<file path="config.mk">
export PLATFORM = sky130hd
export DESIGN_NAME = icache_assoc
export DESIGN_NICKNAME = d
export VERILOG_FILES = /design/src/rtl/icache_assoc.sv
export SDC_FILE = /design/constraint.sdc
export NUM_CORES = 2
export LEC_CHECK = 0
export CORE_UTILIZATION = 50
export CTS_CLUSTER_SIZE = 24
export DETAILED_ROUTE_END_ITERATION = 8
export PLACE_DENSITY = 0.65
export REMOVE_ABC_BUFFERS = 1
export SKIP_LAST_GASP = 1
export SLEW_MARGIN = 20
export SYNTH_ARGS = -nofsm -noshare
export SYNTH_HDL_FRONTEND = slang
export SYNTH_SLANG_ARGS = --single-unit
</file>
<file path="constraint.sdc">
create_clock -name CLK -period 9.65 [get_ports CLK]
set_input_delay 1.4475 -clock CLK [delete_from_list [all_inputs] [get_ports CLK]]
set_output_delay 1.4475 -clock CLK [all_outputs]
set_load 0.02 [all_outputs]
</file>
<file path="src/rtl/icache_assoc.sv">
// Set-associative instruction cache: multi-word blocks, per-set round-robin
// replacement, sequential block fill from the memory controller, whole-cache flush.
module icache_assoc #(
  parameter int CPUID = 0,
  parameter int SETS  = 16,
  parameter int WAYS  = 2,
  parameter int WORDS = 2
) (
  input  logic        CLK,
  input  logic        nRST,
  input  logic        imemREN,
  input  logic [31:0] imemaddr,
  output logic        ihit,
  output logic [31:0] imemload,
  input  logic        flush,
  output logic        iREN,
  output logic [31:0] iaddr,
  input  logic        iwait,
  input  logic [31:0] iload
);
  localparam int WOFF  = $clog2(WORDS);
  localparam int IDX   = $clog2(SETS);
  localparam int TAGW  = 30 - WOFF - IDX;
  localparam int WAY_W = (WAYS > 1) ? $clog2(WAYS) : 1;
  localparam int CNT_W = (WORDS > 1) ? WOFF : 1;
  localparam logic [31:0] BLK_MASK = 32'(WORDS * 4 - 1);

  typedef enum logic [0:0] {IDLE = 1'b0, FILL = 1'b1} state_t;

  state_t state_r, state_next_s;

  logic [SETS-1:0]  valid_r  [WAYS];
  logic [TAGW-1:0]  tags_r   [WAYS][SETS];
  logic [31:0]      data_r   [WAYS][SETS][WORDS];
  logic [WAY_W-1:0] rr_ptr_r [SETS];

  logic [31:0]      fill_base_r;
  logic [IDX-1:0]   fill_idx_r;
  logic [TAGW-1:0]  fill_tag_r;
  logic [WAY_W-1:0] fill_way_r;
  logic [CNT_W-1:0] fill_cnt_r;
  logic             fill_repl_r;

  logic [31:0]      word_addr_s;
  logic [IDX-1:0]   set_s;
  logic [TAGW-1:0]  tag_s;
  logic [CNT_W-1:0] word_sel_s;
  logic             hit_s;
  logic             has_inv_s;
  logic             miss_s;
  logic             last_word_s;
  logic             accept_s;
  logic [WAY_W-1:0] hit_way_s;
  logic [WAY_W-1:0] inv_way_s;
  logic [WAY_W-1:0] next_ptr_s;

  assign word_addr_s = imemaddr >> 5'd2;
  assign set_s       = IDX'(word_addr_s >> WOFF);
  assign tag_s       = TAGW'(word_addr_s >> (WOFF + IDX));
  assign word_sel_s  = CNT_W'(word_addr_s & 32'(WORDS - 1));

  // Tag compare across the ways of the addressed set; the descending scan leaves
  // the lowest-numbered invalid way as the fill preference.
  always_comb begin
    hit_s     = 1'b0;
    hit_way_s = '0;
    has_inv_s = 1'b0;
    inv_way_s = '0;
    for (int w = WAYS - 1; w >= 0; w--) begin
      hit_way_s = (valid_r[w][set_s] && (tags_r[w][set_s] == tag_s)) ? WAY_W'(w) : hit_way_s;
      hit_s     = hit_s | (valid_r[w][set_s] && (tags_r[w][set_s] == tag_s));
      inv_way_s = (!valid_r[w][set_s]) ? WAY_W'(w) : inv_way_s;
      has_inv_s = has_inv_s | !valid_r[w][set_s];
    end
    hit_s = hit_s & imemREN & (state_r == IDLE);
  end

  assign miss_s      = (state_r == IDLE) & imemREN & ~hit_s;
  assign last_word_s = (fill_cnt_r == CNT_W'(WORDS - 1));
  assign accept_s    = (state_r == FILL) & ~flush & ~iwait;
  assign next_ptr_s  = (WAYS == 1) ? '0 : fill_way_r + WAY_W'(1);

  assign ihit     = hit_s;
  assign imemload = hit_s ? data_r[hit_way_s][set_s][word_sel_s] : 32'h0000_0000;

  // State register.
  always_ff @(posedge CLK or negedge nRST) begin
    if (!nRST) state_r <= IDLE;
    else       state_r <= state_next_s;
  end

  // Next-state and memory-side request decode.
  always_comb begin
    state_next_s = state_r;
    iREN         = 1'b0;
    iaddr        = 32'h0000_0000;
    case (state_r)
      IDLE: begin
        if (!flush && miss_s) state_next_s = FILL;
        else                  state_next_s = IDLE;
      end
      FILL: begin
        iREN  = 1'b1;
        iaddr = fill_base_r + (32'(fill_cnt_r) << 5'd2);
        if (flush || (!iwait && last_word_s)) state_next_s = IDLE;
        else                                  state_next_s = FILL;
      end
      default: state_next_s = IDLE;
    endcase
  end

  // Valid bits, replacement pointers and the latched fill context.
  always_ff @(posedge CLK or negedge nRST) begin
    if (!nRST) begin
      for (int w = 0; w < WAYS; w++) valid_r[w] <= '0;
      for (int s = 0; s < SETS; s++) rr_ptr_r[s] <= '0;
      fill_base_r <= 32'h0000_0000;
      fill_idx_r  <= '0;
      fill_tag_r  <= '0;
      fill_way_r  <= '0;
      fill_cnt_r  <= '0;
      fill_repl_r <= 1'b0;
    end else if (flush) begin
      for (int w = 0; w < WAYS; w++) valid_r[w] <= '0;
    end else if (miss_s) begin
      fill_base_r <= imemaddr & ~BLK_MASK;
      fill_idx_r  <= set_s;
      fill_tag_r  <= tag_s;
      fill_way_r  <= has_inv_s ? inv_way_s : rr_ptr_r[set_s];
      fill_repl_r <= ~has_inv_s;
      fill_cnt_r  <= '0;
    end else if (accept_s) begin
      if (last_word_s) begin
        valid_r[fill_way_r][fill_idx_r] <= 1'b1;
        fill_cnt_r                      <= '0;
        // Only a true replacement (victim taken from the pointer) rotates the set.
        if (fill_repl_r) rr_ptr_r[fill_idx_r] <= next_ptr_s;
      end else begin
        fill_cnt_r <= fill_cnt_r + CNT_W'(1);
      end
    end
  end

  // Tag and data arrays; contents are only meaningful under a set valid bit.
  always_ff @(posedge CLK) begin
    if (accept_s) begin
      data_r[fill_way_r][fill_idx_r][fill_cnt_r] <= iload;
      if (last_word_s) tags_r[fill_way_r][fill_idx_r] <= fill_tag_r;
    end
  end
endmodule

</file>
# Word level (Yosys, flattened, before mapping)
# Memories as Yosys holds them, arrays and structs flattened.
# Index checks and enable logic that the tools add are counted.
# op_classes
n_mux	55
reduce_logical	20
n_addsub	3
eq_ne	3
order_cmp	11
n_bitwise	20
# ops
op	count
1024-bit 2-to-1 mux	1
400-bit 2-to-1 mux	1
32-bit 2-to-1 mux	10
64-bit binary-select mux with 4-bit select	1
64-bit demux with 4-bit select	1
25-bit binary-select mux with 4-bit select	2
64-bit 2-to-1 mux	3
25-bit 2-to-1 mux	5
25-bit demux with 4-bit select	1
25-bit equality test	2
32-bit by 3-bit adder with 32-bit output	1
32-bit demux with 1-bit select	1
32-bit bitwise OR	1
1-bit 2-to-1 mux	20
16-bit bitwise mux	1
16-bit demux with 1-bit select	1
16-bit 2-to-1 mux	1
1-bit binary-select mux with 4-bit select	3
5-bit greater-or-equal comparator, second input constant	2
4-bit by 5-bit less-than comparator with 1-bit output, second input constant	2
4-bit NOT with 5-bit output	2
1-bit demux with 4-bit select	2
1-bit logical AND	8
1-bit AND	6
16 further kinds	34
# word_totals
ram_bits	2848
reg_bits	110
mem_count	2
out_inout_bits	66
# mem_list
memory	words	width	rd	rd_ports_with_merged_regs	write_ports	line_no	text
data_r	2	1024	1	0	1	34	logic [31:0] data_r [WAYS][SETS][WORDS];
tags_r	2	400	2	0	1	33	logic [TAGW-1:0] tags_r [WAYS][SETS];

# Longest topological paths before layout
# An unclocked memory read counts as a cell.
# logic_depth
depth_word	16
mapped_depth	24
ltp_nobuf	13

# Worst setup path after synthesis
# Ideal clock, no wire load.
# synth_path
kind	input-to-output
startpoint	input imemaddr[6]
endpoint	output imemload[9]
path_slack_ns	2.224
t_arrival_ns	5.978
t_required_ns	8.203
cell_stages	20
n_path_buf	7
cell_sequence	buf_2 -> buf_2 -> clkbuf_1 -> buf_1 -> mux4_2 -> a22oi_1 -> nand2_1 -> xor2_1 -> a2111oi_0 -> and4bb_1 -> nand3_2 -> nor2_2 -> buf_6 -> buf_4 -> buf_4 -> a21oi_1 -> a22o_1 -> o31ai_1 -> o311ai_0 -> o311ai_1
# synth_via
elab_chain_len	16
elab_cells_between_ends	28
classes_between	eq/ne: 2; mux: 19; bitwise: 4; reduce/logical: 2; memory: 1
# synth_rtl
element	line_no	text
start: declaration	12	input logic [31:0] imemaddr,
4-bit NOT with 5-bit output (not written as such)	70, 71, 84	
25-bit binary-select mux with 4-bit select	70, 71	
25-bit 2-to-1 mux (not written as such) (2 in series)	70, 71	
25-bit equality test	70, 71	
1-bit logical AND	70, 71	
1-bit 2-to-1 mux (2 in series)	70	hit_way_s = (valid_r[w][set_s] && (tags_r[w][set_s] == tag_s)) ? WAY_W'(w) : hit_way_s;
memory read 2 x 1024 bit	-	
64-bit binary-select mux with 4-bit select	84	assign imemload = hit_s ? data_r[hit_way_s][set_s][word_sel_s] : 32'h0000_0000;
64-bit 2-to-1 mux (not written as such) (2 in series)	84	
32-bit 2-to-1 mux (not written as such) (3 in series)	84	
32-bit 2-to-1 mux *	84	
end: declaration	14	output logic [31:0] imemload,
# Mark *: on every way between the ends. The rest lies on a longest branch, timed or not. The select of a mux whose other input is x is not followed.

# Worst setup path in the final report
# layout_path
startpoint	input imemaddr[3]
endpoint	output imemload[0]
# Same word-level chain as after synthesis.

==> impl_metrics.yaml <==
critical_path:
  cp_num_buf_inv: 6
  crit_slowest_cell: "a21oi_1"
  cp_data_required_time_ns: 8.20
  cp_slowest_stage_delay_ns: 0.69
  start_kind: "input pin"
  crit_type: "input pin to output pin"
  cp_top_family: "buffers and inverters"
  critPathArrivalTime_ns: 7.81
  path_cells: "buf_8, buf_12, buf_12, mux4_2, a22oi_1, nand2_1, xor2_1, a2111oi_0, and4bb_1, nand3_2, nor2_4, buf_12, buf_4, mux4_2, mux2_2, a21oi_1, o2111ai_1, buf_12"
  cp-end-kind: "output pin"
  critPathMaxFanout: 37
  path_common_cell: "buf_12"
cts:
  hold_buffers: 0
  htreeDepth: 5
  postCtsSetupBuffers: 0
  path_clk_slew_ns: 0.06
  cts-resized-gates: 0
  cts_buffers: 308
  clock_sinks: 2929
  cts_root_buf: "clkbuf_16"
  clkLatencyLatePin_ns: 0.95
  cts_tree: "done"
  cts_max_path_buffers: 4
grt:
  grt_pass1_wl_um: 458000
  grt_pass1_vias: 62500
  gr-total-overflow: 0
  track_usage_pct: 28.2
  antenna_found_initial: 9
  grt_max_degree: 88
floorplan:
  boundaryPins: 135
  core_sq_mm: 0.227
  rows: 175
  dieArea_sq_mm: 0.230
  die_w_um: 480
  die_y_um: 480
  floorplan.initialDensity_pct: 50.3
worst_hold_path:
  hp-class: "input pin to asynchronous set/reset pin"
detailed_routing:
  met1_length_um: 124000
  highest_layer: "met5"
  drc: 0
  vias: 63200
  wl_met3_um: 29300
  postRouteAntennaNets: 0
  avgRoutedWirePerCell_um: 33.0
  drt_iter0_markers: 7940
  drt_first_pass_iters: 8
  postRouteWirelength_um: 324000
  vias_per_cell: 6.43
  met2_length_um: 155000
place:
  place.port_buffers: 130
  routabilityCongestion: 0.840
  place_area_sq_mm: 0.121
  hpwl_um: 176000
final_layout:
  num-fill-cells: 16800
  drive_gt1_share_pct: 20.5
  multiInputGateArea_sq_mm: 0.0255
  area_growth_pct: 14.3
  seq_area_sq_mm: 0.0876
  nNetsFinal: 6677
  final_cell_area_sq_mm: 0.130
sta:
  hold-worst-slack_ns: 0.368
  finClkSkew_ns: 0.0494
  fmax_mhz: 108
  slew_violations: 0
  finalSetupViolCount: 0
  hold_viol: 0
  final.min_clock_period_ns: 9.26
  worst_pin_slew_ns: 1.15
  period_share_pct: 95.9
  rsz0062_at_grt: "no"
  relSlewSlack_pct: 23.0
pwr:
  powerDensity_mw_per_mm2: 206
  p_leak_nw: 41.7
  peakVddDrop_uv: 209
  total_power_mw: 26.8
synthesis:
  synth_area_sq_mm: 0.114
  synth-edff-count: 2848
  synth_warnings: 0
  synthFlopType: "edfxtp_1"
  yosysSeqAreaShare_pct: 76.7
  synthCells: 6234
  syn-mean-instance-area_sq_um: 18.3
  synthArstFlopShare_pct: 2.77
  ys_seq_elements: 2929
  synth.distinct_cells: 83
job:
  maxCapViolCount: 0
run_status:
  status: "finished clean"
metal layers:
layer | global-route usage (%) | vias to the layer above
met5 | 0 | -
met3 | 4.53 | 654
met2 | 45.2 | 3510
met4 | 12.7 | 8
li1 | - | 25700
met1 | 38.2 | 33300
sequential cells by signal (all words and copies together), names as in the netlist:
signal       flops
fill_tag_r      25
rr_ptr_r        16
fill_repl_r      1
fill_idx_r       3
fill_cnt_r       1
valid_r         32
data_r        2048
fill_base_r      1
state_r          1
tags_r         800
fill_way_r       1
worst register-to-register path, cell delays in order (launching register included):
cell      delay (ns)
edfxtp_1        0.37
mux4_2          0.49
mux2i_1         0.19
xnor2_1         0.10
o31ai_1         0.55
nand4_1         0.18
or4_1           0.64
nor4_4          0.51
buf_4           0.36
nor4_4          0.08
buf_4           0.30
mux2_2          0.37
per-stage QoR:
step	setup slack, ns	utilization (%)	setup TNS (ns)	std cells
6_report	0.393	57.4	0	9830
5_1_grt	0.361	57.4	0	9829
4_1_cts	0.514	57.4	0	9826
3_5_place_dp	0.521	53.2	0	9304
3_3_place_gp	0.496	53.2	0	9301
2_1_floorplan	-15.42	-	-481.26	5854
report_power, final:
part           switching [mW]  internal [mW]
registers               0.177           14.2
clock network            4.71           6.56
logic                   0.829          0.360
cell type report:
type                       count  share of cell area, %
inverter                       7                 0.0211
clock inverter               132                  0.934
timing repair buffer         444                   3.22
multi-input combinational   2918                   19.5
antenna                        1                0.00192
sequential                  2929                   67.1
tap                         3009                   2.89
clock buffer                 390                   6.25
layout by cell type, fill, tap and decap left out, types with 12 or more instances in the layout:
cell type | Yosys | final
clkbuf_16 | 0 | 313
a21oi_1 | 83 | 83
o32ai_1 | 14 | 14
a2111o_1 | 13 | 13
nor2b_1 | 19 | 17
o21ai_0 | 64 | 64
and2_1 | 38 | 36
nand2b_1 | 16 | 16
and3_1 | 21 | 21
edfxtp_1 | 2848 | 2848
nand2_1 | 808 | 807
mux2_2 | 53 | 53
a32oi_1 | 94 | 94
clkinv_1 | 1 | 55
clkbuf_1 | 182 | 74
nor2_4 | 0 | 98
clkinv_2 | 0 | 45
buf_4 | 44 | 310
clkdlybuf4s50_1 | 0 | 64
xor2_1 | 18 | 18
xnor2_1 | 42 | 42
nand3_1 | 270 | 268
nand4_1 | 72 | 72
mux2i_1 | 277 | 277
o31ai_1 | 20 | 20
nor2_1 | 200 | 103
o22ai_1 | 22 | 22
a22oi_1 | 57 | 57
dfrtp_1 | 81 | 72
buf_2 | 97 | 12
bufinv_16 | 0 | 23
mux4_2 | 443 | 443
a211oi_1 | 27 | 27
a31oi_1 | 77 | 77
a221oi_1 | 19 | 19
buf_12 | 0 | 50
cells in the mapped netlist, types with 77 or more instances:
| master | instances | area, sq um |
|---|---|---|
| clkbuf_1 | 182 | 683 |
| nand3_1 | 270 | 1350 |
| a31oi_1 | 77 | 482 |
| a21oi_1 | 83 | 415 |
| mux4_2 | 443 | 9980 |
| dfrtp_1 | 81 | 2030 |
| mux2i_1 | 277 | 2770 |
| nor2_1 | 200 | 751 |
| a32oi_1 | 94 | 823 |
| nand2_1 | 808 | 3030 |
| buf_2 | 97 | 485 |
| edfxtp_1 | 2848 | 85500 |
worst paths after layout:
path                                     startpoint                         end  slack, ns  depth (start not counted)
max reg2reg                tags_r[0][105]$_DFFE_PP_   fill_tag_r[1]$_DFFE_PN0P_       5.38                         11
max in group asynchronous                      nRST   fill_tag_r[5]$_DFFE_PN0P_       8.04                          2
min in group CLK            valid_r[29]$_DFFE_PN0P_     valid_r[29]$_DFFE_PN0P_       0.49                          2
min                                            nRST  fill_tag_r[24]$_DFFE_PN0P_       0.37                          1
max                                     imemaddr[3]                 imemload[0]       0.39                         18
min reg2reg                 valid_r[29]$_DFFE_PN0P_     valid_r[29]$_DFFE_PN0P_       0.49                          2
kinds of logic after synthesis:
group,count (synthesis),synth area share (%)
flip-flops,2929,76.7
multiplexers,776,11.7
AND/OR/NAND/NOR,1501,5.79
AO/OA/AOI/OAI,579,3.65
XOR/XNOR,60,0.461
buffers and inverters,388,1.64
other,1,0.00329
(Power assumes the default switching activity.)
